[src/rtl/fuse_flow_ctrl_pkg.sv]
// Shared types and default widths for the fuse-stage flow controller.
//   FlowState : RUN / FLUSH / WAIT_REDIR recovery state (value 3 is unused and decodes to RUN)
//   ENQ_W / DEQ_W / OCC_W : widths of the enqueue count, dequeue count and occupancy
//                           for the default build (4 in, 3 out, 8 entries)
package fuse_flow_ctrl_pkg;

    typedef enum logic [1:0] {
        RUN        = 2'd0,
        FLUSH      = 2'd1,
        WAIT_REDIR = 2'd2
    } FlowState;

    localparam int unsigned DEF_NUM_UOPS_IN  = 4;
    localparam int unsigned DEF_NUM_UOPS_OUT = 3;
    localparam int unsigned DEF_BUF_SIZE     = 8;

    localparam int unsigned ENQ_W = $clog2(DEF_NUM_UOPS_IN + 1);
    localparam int unsigned DEQ_W = $clog2(DEF_NUM_UOPS_OUT + 1);
    localparam int unsigned OCC_W = $clog2(DEF_BUF_SIZE + 1);

endpackage

[src/rtl/fuse_flow_ctrl.sv]
// Flow-control and mispredict-recovery sequencer for the fuse stage output uop buffer.
// Tracks buffer occupancy, grants dequeue slots to rename, raises back-pressure and
// sequences flush -> wait-for-redirect -> resume after a mispredict.
// Ports:
//   clk             : clock, rising edge
//   rst             : asynchronous active-low reset
//   IN_mispredict   : branch mispredict (outranks all other inputs)
//   IN_redirectAck  : fetch has redirected
//   IN_enqCnt       : uops written by the fuse stage this cycle
//   IN_backendReady : rename accepts uops this cycle
//   OUT_deqCnt      : uops granted to rename this cycle (combinational)
//   OUT_full        : back-pressure to the fuse stage (registered)
//   OUT_flush       : invalidate fuse pipeline and buffer (registered)
//   OUT_occupancy   : valid buffer entries (registered)
//   OUT_state       : current FlowState
//   OUT_overflow    : sticky, set when an enqueue would exceed BUF_SIZE
module fuse_flow_ctrl
    import fuse_flow_ctrl_pkg::*;
#(
    parameter int unsigned NUM_UOPS_IN  = 4,
    parameter int unsigned NUM_UOPS_OUT = 3,
    parameter int unsigned BUF_SIZE     = 8,
    parameter int unsigned FULL_THRESH  = 5,
    parameter int unsigned FLUSH_CYCLES = 2
) (
    input  logic                              clk,
    input  logic                              rst,
    input  logic                              IN_mispredict,
    input  logic                              IN_redirectAck,
    input  logic [$clog2(NUM_UOPS_IN+1)-1:0]  IN_enqCnt,
    input  logic                              IN_backendReady,
    output logic [$clog2(NUM_UOPS_OUT+1)-1:0] OUT_deqCnt,
    output logic                              OUT_full,
    output logic                              OUT_flush,
    output logic [$clog2(BUF_SIZE+1)-1:0]     OUT_occupancy,
    output logic [1:0]                        OUT_state,
    output logic                              OUT_overflow
);

    localparam int unsigned EW   = $clog2(NUM_UOPS_IN + 1);
    localparam int unsigned DW   = $clog2(NUM_UOPS_OUT + 1);
    localparam int unsigned OW   = $clog2(BUF_SIZE + 1);
    localparam int unsigned SW   = OW + 1;
    localparam int unsigned FC_W = (FLUSH_CYCLES > 1) ? $clog2(FLUSH_CYCLES) : 1;

    FlowState         state_q, state_d;
    logic [OW-1:0]    occ_q, occ_d;
    logic [FC_W-1:0]  cnt_q, cnt_d;
    logic             ack_q, ack_d;
    logic             full_q, full_d;
    logic             flush_q, flush_d;
    logic             ovf_q, ovf_d;

    logic             is_run;
    logic [DW-1:0]    deq_cnt;
    logic [EW-1:0]    enq_acc;
    logic [SW-1:0]    occ_sum;
    logic             over;
    logic [OW-1:0]    occ_sat;

    always_comb begin
        // The unused encoding behaves exactly like RUN.
        is_run  = (state_q != FLUSH) && (state_q != WAIT_REDIR);

        deq_cnt = '0;
        if (is_run && IN_backendReady)
            deq_cnt = (32'(occ_q) > NUM_UOPS_OUT) ? DW'(NUM_UOPS_OUT) : DW'(occ_q);

        enq_acc = (is_run && !full_q) ? IN_enqCnt : '0;

        // One bit wider than occ so an over-enqueue is visible before saturation.
        occ_sum = SW'(occ_q) + SW'(enq_acc) - SW'(deq_cnt);
        over    = (32'(occ_sum) > BUF_SIZE);
        occ_sat = over ? OW'(BUF_SIZE) : OW'(occ_sum);

        state_d = state_q;
        cnt_d   = cnt_q;
        ack_d   = ack_q;
        occ_d   = occ_sat;
        ovf_d   = ovf_q | over;

        case (state_q)
            FLUSH: begin
                if (IN_redirectAck)
                    ack_d = 1'b1;
                if (cnt_q == '0)
                    state_d = (ack_q || IN_redirectAck) ? RUN : WAIT_REDIR;
                else
                    cnt_d = cnt_q - 1'b1;
            end
            WAIT_REDIR: begin
                if (IN_redirectAck)
                    state_d = RUN;
            end
            default: state_d = RUN;
        endcase

        // Mispredict wins over everything; this cycle's enq/deq are dropped.
        if (IN_mispredict) begin
            state_d = FLUSH;
            cnt_d   = FC_W'(FLUSH_CYCLES - 1);
            ack_d   = 1'b0;
            occ_d   = '0;
            ovf_d   = ovf_q;
        end

        full_d  = (state_d != RUN) || ((BUF_SIZE - 32'(occ_d)) < FULL_THRESH);
        flush_d = (state_d == FLUSH);
    end

    always_ff @(posedge clk or negedge rst) begin
        if (!rst) begin
            state_q <= RUN;
            occ_q   <= '0;
            cnt_q   <= '0;
            ack_q   <= 1'b0;
            full_q  <= 1'b0;
            flush_q <= 1'b0;
            ovf_q   <= 1'b0;
        end else begin
            state_q <= state_d;
            occ_q   <= occ_d;
            cnt_q   <= cnt_d;
            ack_q   <= ack_d;
            full_q  <= full_d;
            flush_q <= flush_d;
            ovf_q   <= ovf_d;
        end
    end

    assign OUT_deqCnt    = deq_cnt;
    assign OUT_full      = full_q;
    assign OUT_flush     = flush_q;
    assign OUT_occupancy = occ_q;
    assign OUT_state     = state_q;
    assign OUT_overflow  = ovf_q;

endmodule

[config.mk]
export PLATFORM = sky130hd
export DESIGN_NAME = fuse_flow_ctrl
export DESIGN_NICKNAME = d
export VERILOG_FILES = /design/src/rtl/fuse_flow_ctrl_pkg.sv /design/src/rtl/fuse_flow_ctrl.sv
export SDC_FILE = /design/constraint.sdc
export NUM_CORES = 1
export LEC_CHECK = 0
export BUFFER_PORTS_ARGS = -buffer_cell sky130_fd_sc_hd__buf_2
export CORE_AREA = 2 2 47 49
export CTS_CLUSTER_DIAMETER = 100
export DETAILED_ROUTE_END_ITERATION = 8
export DIE_AREA = 0 0 49 51
export GPL_ROUTABILITY_DRIVEN = 0
export HOLD_SLACK_MARGIN = 0.06
export PLACE_DENSITY = 0.6
export SLEW_MARGIN = 0
export SYNTH_ARGS = -nofsm -noshare
export SYNTH_HDL_FRONTEND = slang
export SYNTH_SLANG_ARGS = --single-unit
[constraint.sdc]
create_clock -name clk -period 9.37 [get_ports clk]
set_input_delay 0.4685 -clock clk [delete_from_list [all_inputs] [get_ports clk]]
set_output_delay 0.4685 -clock clk [all_outputs]
set_load 0.1 [all_outputs]
Word level (Yosys, flattened, before mapping)
Index checks and enable logic that the tools add are counted.
Widths: inputs -> output; s select.
{"block": "totals", "regBits": 11, "in_bits": 8, "out_inout_bits": 11, "word_cells": 46}
{"block": "classes", "addsub": 4, "magnitude_cmp": 3, "n_eq_ne": 5, "mux": 16, "n_bitwise": 1, "reduce_logical": 10}
{"cell": "$lt 32x3->1 const B", "n": 1}
{"cell": "$mux 2", "n": 6}
{"cell": "$mux 4", "n": 2}
{"cell": "$mux 1", "n": 6}
{"cell": "$reduce_bool 2->1", "n": 3}
{"cell": "$add 4x3->5", "n": 1}
{"cell": "$gt 5x4->1 const B", "n": 1}
{"cell": "$sub 4x4->5 const A", "n": 1}
{"cell": "$sub 5x2->5", "n": 1}
{"cell": "$eq 2x1->1 const B", "n": 2}
{"cell": "$gt 4x2->1 const B", "n": 1}
{"cell": "$pmux 2 s2", "n": 1}
{"cell": "$logic_and 1x1->1", "n": 3}
{"cell": "$mux 3", "n": 1}
{"cell": "$eq 2x2->1 const B", "n": 1}
{"cell": "$logic_or 1x1->1", "n": 2}
{"cell": "$ne 2x1->1 const B", "n": 1}
{"cell": "$ne 2x2->1 const B", "n": 1}
{"cell": "$reduce_and 2->1", "n": 1}
{"cell": "$logic_not 1->1", "n": 1}
{"cell": "$or 1x1->1", "n": 1}
{"cell": "$sub 1x1->1 const B", "n": 1}

Depth between registers and ports, before layout
Gate-level depths: netlist (run 1).
{"block": "logic_depth", "ltp_word": 12, "ltp_mapped": 12}

Least setup slack after synthesis (run 1)
OpenSTA, ideal clock, no wires.
{"block": "synth_timing", "path_type": "reg2reg", "start": "register state_q[0], in the netlist OUT_state[0]", "end": "register ovf_q, in the netlist OUT_overflow", "arrival_time_ns": 4.174, "slack_ns": 5.076, "stages_incl_launch_ff": 11, "n_path_buf": 0, "period_less_slack_ns": 4.294, "cell_sequence": "dfrtp_1 inv_1 ha_1 o311a_1 fa_1 inv_1 ha_1 a211o_1 a21o_1 a311o_2 a21o_1"}
{"item": "from (decl)", "line": "fuse_flow_ctrl.sv:46", "source": "FlowState state_q, state_d;"}
{"item": "from (signal assigned)", "line": "fuse_flow_ctrl.sv:121", "source": "state_q <= state_d;"}
{"item": "$ne 2x1->1 / $ne 2x2->1 (equally long branches)", "line": "fuse_flow_ctrl.sv:63", "source": "is_run = (state_q != FLUSH) && (state_q != WAIT_REDIR);"}
{"item": "$logic_and 1x1->1 *", "line": "fuse_flow_ctrl.sv:63"}
{"item": "$logic_and 1x1->1 *", "line": "fuse_flow_ctrl.sv:66", "source": "if (is_run && IN_backendReady)"}
{"item": "$mux 2 *", "line": "fuse_flow_ctrl.sv:66"}
{"item": "named net OUT_deqCnt[1]", "line": "fuse_flow_ctrl.sv:32", "source": "output logic [$clog2(NUM_UOPS_OUT+1)-1:0] OUT_deqCnt,"}
{"item": "$sub 5x2->5 *", "line": "fuse_flow_ctrl.sv:72", "source": "occ_sum = SW'(occ_q) + SW'(enq_acc) - SW'(deq_cnt);"}
{"item": "$gt 5x4->1 *", "line": "fuse_flow_ctrl.sv:73", "source": "over = (32'(occ_sum) > BUF_SIZE);"}
{"item": "$or 1x1->1 *", "line": "fuse_flow_ctrl.sv:80", "source": "ovf_d = ovf_q | over;"}
{"item": "to (signal assigned)", "line": "fuse_flow_ctrl.sv:127", "source": "ovf_q <= ovf_d;"}
{"item": "to (decl)", "line": "fuse_flow_ctrl.sv:52", "source": "logic ovf_q, ovf_d;"}
Mark *: on every way through the listed nets, which the timed path passes. The rest lies on a longest branch.
A chain may end at the register's enable or synchronous reset.

Worst setup path after layout (run 1)
{"block": "layout_timing", "start": "register state_q[0], in the netlist OUT_state[0]", "end": "register ovf_q, in the netlist OUT_overflow"}
{"block": "layout_between", "elab_chain_len": 8}
{"item": "$ne 2x1->1 / $ne 2x2->1 (equally long branches)", "line": "fuse_flow_ctrl.sv:63"}
{"item": "$logic_and 1x1->1 *", "line": "fuse_flow_ctrl.sv:63"}
{"item": "$logic_and 1x1->1", "line": "fuse_flow_ctrl.sv:69", "source": "enq_acc = (is_run && !full_q) ? IN_enqCnt : '0;"}
{"item": "$mux 3", "line": "fuse_flow_ctrl.sv:69"}
{"item": "$add 4x3->5", "line": "fuse_flow_ctrl.sv:72"}
{"item": "$sub 5x2->5 *", "line": "fuse_flow_ctrl.sv:72"}
{"item": "$gt 5x4->1 *", "line": "fuse_flow_ctrl.sv:73"}
{"item": "$or 1x1->1 *", "line": "fuse_flow_ctrl.sv:80"}
Mark *: on every way between the ends. The rest lies on a longest branch, timed or not.

==> summary.txt, run 1 <==
Worst setup path
  – Crit Path Category: register to register
  – Reg2Reg Setup Slack: 6.10 ns
  – Worst flop-to-flop path endpoint: OUT_overflow$_DFFE_PN0N_
  – CP bufs+invs: 2
  – Worst path cell trace: inv_1, ha_1, nor2b_1, nand2_1, fa_1, inv_1, fa_1, xnor2_1, nand2_1, a311o_2, a21o_1
  – Slowest cell on crit path: fa_1
  – R2R depth: 11
  – CP top delay family: adder cells
  – Worst Path Required: 9.52 ns
  – Critical path's largest stage delay: 0.48 ns
  – Crit path capture type: register
  – CP Max Fanout: 5
  – RR Startpoint: OUT_state[0]$_DFF_PN0_
  – CP arrival: 3.42 ns
  – Critical path startpoint category: register

Clock network
  – Clk sinks: 11
  – Post-CTS sizing: 0
  – Setup Buffers After CTS: 0
  – Worst-Skew Late Latency: 0.25 ns
  – Cts-stage hold buffer count: 0
  – Max Buffers Root-to-Sink: 2
  – CTS HTree Levels: 1
  – Cts bufs inserted: 3
  – CTS tree: built
  – CTS Root Cell: clkbuf_4
  – Clock transition at path regs: about 0.07 ns

Global routing
  – Initial antenna violation count: 0
  – Vias in the first global route: between 500 and 600
  – Pin count of the biggest net entering global routing: 12
  – GR Util All Layers: 0.120
  – Overflow after GRT: 0
  – First-pass GRT wire length: around 2.4 mm

Timing
  – Fin crit share: 0.349
  – Fmax: 0.306 GHz
  – Fin. Hold Viols: 0
  – Minimum clock period: around 3.3 ns
  – Finish-stage setup viols: 0
  – Worst rel slew slack: 0.675
  – Setup TNS: 0 ns
  – RSZ-0062 raised after global routing: no
  – Fin Clk Skew: 0.00582 ns
  – Worst-Margin Slew: around 0.49 ns
  – Max-slew violations: 0

Floorplan
  – IO Count: 19
  – Die width: a little under 50 µm
  – Die height: just over 50 µm
  – Starting density of the core: 0.342
  – Rows: 17
  – Die area: approximately 2500 µm²
  – CORE AREA: 2060 µm²

Detailed routing
  – Total vias in the final route: between 500 and 600
  – DRT iter0 DRCs: 3
  – # DRC: 0
  – DR pass1 iterations: 2
  – DR WL/cell: 10.4 µm
  – Antenna-violating nets left: 0
  – Via/cell ratio: ~4.5
  – Routed wire length: 1.27 mm

Synth
  – Ys flop type: dfrtp_1
  – Syn_nets: between 90 and 100
  – Register area share after synthesis: 0.390
  – Synth Instances: 73
  – Unique cell type count in the Yosys netlist: 24
  – Number of synthesized register bits: 11
  – Async set-reset flop share out of synthesis: 1.00
  – EDFF count, synth: 0
  – Syn_area_per_cell: 9.67 µm²
  – Yosys warns: 0
  – Mapped Area: 706 µm²

Cells and area
  – Total Nets Final: between 100 and 150
  – Commonest non-fill, non-tap cell in the layout: buf_2
  – P&R area growth vs syn: 20.9%
  – Most frequent cells in the layout: buf_2, inv_1, dfrtp_1
  – Layout cell share with drive strength beyond 1: 0.255
  – Filler cells: 230
  – Antenna fix cells: 0

Worst hold path
  – Hold/Removal Path Class: input pin to asynchronous set/reset pin

Placement
  – Buffers added on ports: 18
  – Post-DP HPWL: between 1 and 1.5 mm

Flow run
  – Maxcap violations: 0

Outcome
  – Status: finished, final reports clean
per-layer routing:
layer / global-route usage / vias to the layer above / part of all wire
met5: 0 / - / 0
met4: 0.0286 / 0 / 0
met3: 0.0205 / 0 / 0.040
met2: 0.199 / 11 / 0.44
met1: 0.163 / 255 / 0.52
li1: - / 289 / -
state kept, by name, indices dropped and copies added, names as in the netlist:
signal / count
OUT_flush: 1
OUT_occupancy: 4
ack_q: 1
OUT_overflow: 1
cnt_q: 1
OUT_state: 2
OUT_full: 1
cell type report:
type	count	area, µm²	area share
sequential	11	275	0.323
multi-input combinational	47	374	0.438
clock buffer	4	26.3	0.0308
timing repair buffer	18	90.1	0.106
inverter	14	52.6	0.0616
tap	28	35.0	0.0411
worst max-delay path by stage:
stage	start	endpoint	slack, ns	cells after the start
5_1_grt	OUT_state[0]$_DFF_PN0_	OUT_full$_DFF_PN0_	5.85	11
2_1_floorplan	OUT_state[0]$_DFF_PN0_	OUT_overflow$_DFFE_PN0N_	5.08	10
3_5_place_dp	OUT_state[0]$_DFF_PN0_	OUT_overflow$_DFFE_PN0N_	6.08	11
3_3_place_gp	OUT_state[0]$_DFF_PN0_	OUT_overflow$_DFFE_PN0N_	6.12	11
4_1_cts	OUT_state[0]$_DFF_PN0_	OUT_overflow$_DFFE_PN0N_	6.07	11
6_report	OUT_state[0]$_DFF_PN0_	OUT_overflow$_DFFE_PN0N_	6.10	11
stage by stage:
stage	instances	utilization	area, µm²	hold slack (ns)	setup WS, ns
2_1_floorplan	73	-	706	0.173	5.08
3_3_place_gp	118	0.401	827	0.346	6.12
3_5_place_dp	118	0.401	827	0.344	6.08
4_1_cts	122	0.414	853	0.0655	6.07
5_1_grt	122	0.414	853	0.0646	5.85
6_report	122	0.414	853	0.0651	6.10
Yosys cell counts, types with 2 or more instances:
cell type | n | share of area
nand2_1 | 5 | 0.027
o311a_1 | 2 | 0.028
a21oi_1 | 4 | 0.028
nor3_1 | 2 | 0.014
a211oi_1 | 2 | 0.021
o21a_1 | 2 | 0.021
a21o_1 | 2 | 0.021
dfrtp_1 | 11 | 0.39
ha_1 | 8 | 0.14
nand2b_1 | 2 | 0.018
nor2_1 | 5 | 0.027
inv_1 | 14 | 0.074
nor3b_2 | 2 | 0.035
fa_1 | 2 | 0.057
kinds of logic (layout without fill, tap and decap cells):
logic type,Yosys count,in the layout,synth area share
xor gates and xnor gates,1,1,0.0124
buffers and inverters,15,36,0.0798
DFF,11,11,0.390
and+or+nand+nor,21,21,0.163
AOI/OAI and AO/OA,15,15,0.156
adders and majority gates,10,10,0.199
Power of run 1 is not shown: default switching activity piles up to over one toggle a cycle in this logic, so the estimate is an artifact.
==> run 2: changes to the inputs <==
--- a/config.mk
+++ b/config.mk
@@ -12,7 +12,7 @@
 export DIE_AREA = 0 0 49 51
 export GPL_ROUTABILITY_DRIVEN = 0
 export HOLD_SLACK_MARGIN = 0.06
-export PLACE_DENSITY = 0.6
+export PLACE_DENSITY = 0.62
 export SLEW_MARGIN = 0
 export SYNTH_ARGS = -nofsm -noshare
 export SYNTH_HDL_FRONTEND = slang
==> constraint.sdc (replaced) <==
create_clock -name clk -period 2.8 [get_ports clk]
set_input_delay 0.14 -clock clk [delete_from_list [all_inputs] [get_ports clk]]
set_output_delay 0.14 -clock clk [all_outputs]
set_load 0.1 [all_outputs]
==> summary.txt, run 2 (synthesis gave the netlist of run 1 again) <==
Outcome
  – Failing checks: setup timing
  – Status: finished with violations

Clock network
  – CTS tree: built
  – Max Buffers Root-to-Sink: 2 (unchanged)
  – Clock transition at path regs: 0.07 ns (about the same)
  – Clk sinks: 11 (unchanged)
  – Worst-Skew Late Latency: 0.28 ns (+0.03 ns)
  – CTS Root Cell: clkbuf_4
  – CTS HTree Levels: 1 (unchanged)
  – Cts bufs inserted: 3 (unchanged)

Timing
  – Fin. Hold Viols: 0 (unchanged)
  – Slack of the critical path: -0.221 ns (-6.32 ns)
  – Fin Clk Skew: 0.00649 ns (+0.000676 ns)
  – Max-slew violations: 0 (unchanged)
  – Worst rel slew slack: 0.678 (+0.00247)
  – RSZ-0062 raised after global routing: yes
  – Fmax: 0.331 GHz (+8.2%)
  – Fin crit share: 1.08 (+0.730)
  – Worst hold slack: 0.137 ns (+0.0716 ns)
  – Worst-Margin Slew: 0.487 ns (-0.00373 ns)
  – Minimum clock period: 3.02 ns (-0.248 ns)
  – Finish-stage setup viols: 6 (+6)

Placement
  – Setup WS pre-CTS: -0.220 ns (-6.30 ns)
  – Buffers added on ports: 18 (unchanged)
  – Post-DP HPWL: 1.22 mm (+8.0%)

Floorplan
  – Die area: 2500 µm² (unchanged)
  – Die width: 49 µm (unchanged)
  – Starting density of the core: 0.342 (unchanged)
  – Die height: 51 µm (unchanged)
  – CORE AREA: 2060 µm² (unchanged)
  – IO Count: 19 (unchanged)
  – Rows: 17 (unchanged)

Global routing
  – First-pass GRT wire length: 2.48 mm (+5.6%)
  – Initial antenna violation count: 0 (unchanged)
  – Overflow after GRT: 0 (unchanged)
  – Vias in the first global route: 578 (+4.9%)
  – GR Util All Layers: 0.134 (+0.0141)
  – Pin count of the biggest net entering global routing: 12 (unchanged)

Cells and area
  – Most frequent cells in the layout: buf_2, inv_1, buf_4
  – P&R area growth vs syn: 46.1%
  – Total Nets Final: 123 (+8.8%)
  – Antenna fix cells: 0 (unchanged)
  – Largest register FFs: 4 (unchanged)
  – Layout cell share with drive strength beyond 1: 0.510 (+0.254)
  – Commonest non-fill, non-tap cell in the layout: buf_2

Worst setup path
  – Crit path capture type: register
  – CP Max Fanout: 4 (-1)
  – CP top delay family: adder cells
  – CP bufs+invs: 1 (-1)
  – Critical path startpoint category: register
  – Worst path cell trace: ha_4, nor2b_4, nand2_2, fa_1, inv_2, fa_2, a211oi_2, nor3_2, a311o_2, a21o_1
  – Critical path's largest stage delay: 0.55 ns (+0.07 ns)
  – Crit Path Category: register to register
  – Slowest cell on crit path: fa_1
  – Reg2Reg Setup Slack: -0.22 ns (-6.32 ns)
  – Worst Path Required: 2.97 ns (-6.55 ns)
  – CP arrival: 3.19 ns (-0.23 ns)
  – Crit path depth: 10 (-1)
  – R2R depth: 10 (-1)

Detailed routing
  – Total vias in the final route: 624 (+12%)
  – Routed wire length: 1.56 mm (+23%)
  – Via/cell ratio: 4.73 (+3.9%)
  – DRT iter0 DRCs: 14 (+11)
  – Antenna-violating nets left: 0 (unchanged)
  – DR pass1 iterations: 4 (+2)
  – # DRC: 0 (unchanged)
  – DR WL/cell: 11.8 µm (+14%)

Worst hold path
  – Hold path cells: 3
  – Hold/Removal Path Class: input pin to register

Flow run
  – Maxcap violations: 0 (unchanged)
-- run 2: cell types whose count changed in the layout (fill, tap and decap cells not counted), sizes merged --
cell         previous run  this run
buf                    18        27
dlygate4sd3             0         1
-- run 2: stage by stage --
stage	setup TNS, ns	std cells	utilization	instance area (µm²)
floorplan	-2.02	73	-	783
global placement	-0.722	126	0.468	965
detailed placement	-1.11	126	0.468	965
CTS	-1.03	131	0.491	1010
global route	-1.49	132	0.500	1030
finish	-0.986	132	0.500	1030
-- run 2: worst paths after layout --
| path | from | end |
|---|---|---|
| setup / recovery | OUT_state[1]$_DFF_PN0_ | OUT_overflow$_DFFE_PN0N_ |
| hold / removal | IN_redirectAck | ack_q$_DFFE_PN0P_ |
| setup reg to reg | OUT_state[1]$_DFF_PN0_ | OUT_overflow$_DFFE_PN0N_ |
| hold reg to reg | OUT_overflow$_DFFE_PN0N_ | OUT_overflow$_DFFE_PN0N_ |
| max in group asynchronous | rst | OUT_state[0]$_DFF_PN0_ |
| min in group asynchronous | rst | ack_q$_DFFE_PN0P_ |
-- run 2: layout make-up --
| type | instances | area (µm²) |
|---|---|---|
| tap | 28 | 35.0 |
| inverter | 14 | 52.6 |
| multi-input combinational | 47 | 462 |
| clock buffer | 4 | 26.3 |
| fill | 207 | 1030 |
| timing repair buffer | 28 | 168 |
| sequential | 11 | 288 |
-- run 2: routing by layer --
metal	vias up	wire length [µm]	track usage
met4	0	29	0.0571
met3	4	78	0.0526
met2	17	718	0.196
met5	-	0	0
li1	311	-	-
met1	292	731	0.174
-- run 2: repair_timing --
action / in CTS / in global routing
hold buffers: 1 / 0
setup endpoints to repair: 6 / 6
buffers inserted: 0 / 1
pin swaps: 1 / 2
hold endpoints to repair: 11 / 0
resized for setup: 3 / 2
-- run 2: tightest hold or removal path: cells and delay by family --
kind	cells	cell delay, ns
buf+inv	1	0.10
simple gates	1	0.08
compound gates	1	0.06
Power of run 2 is left out for the same reason.
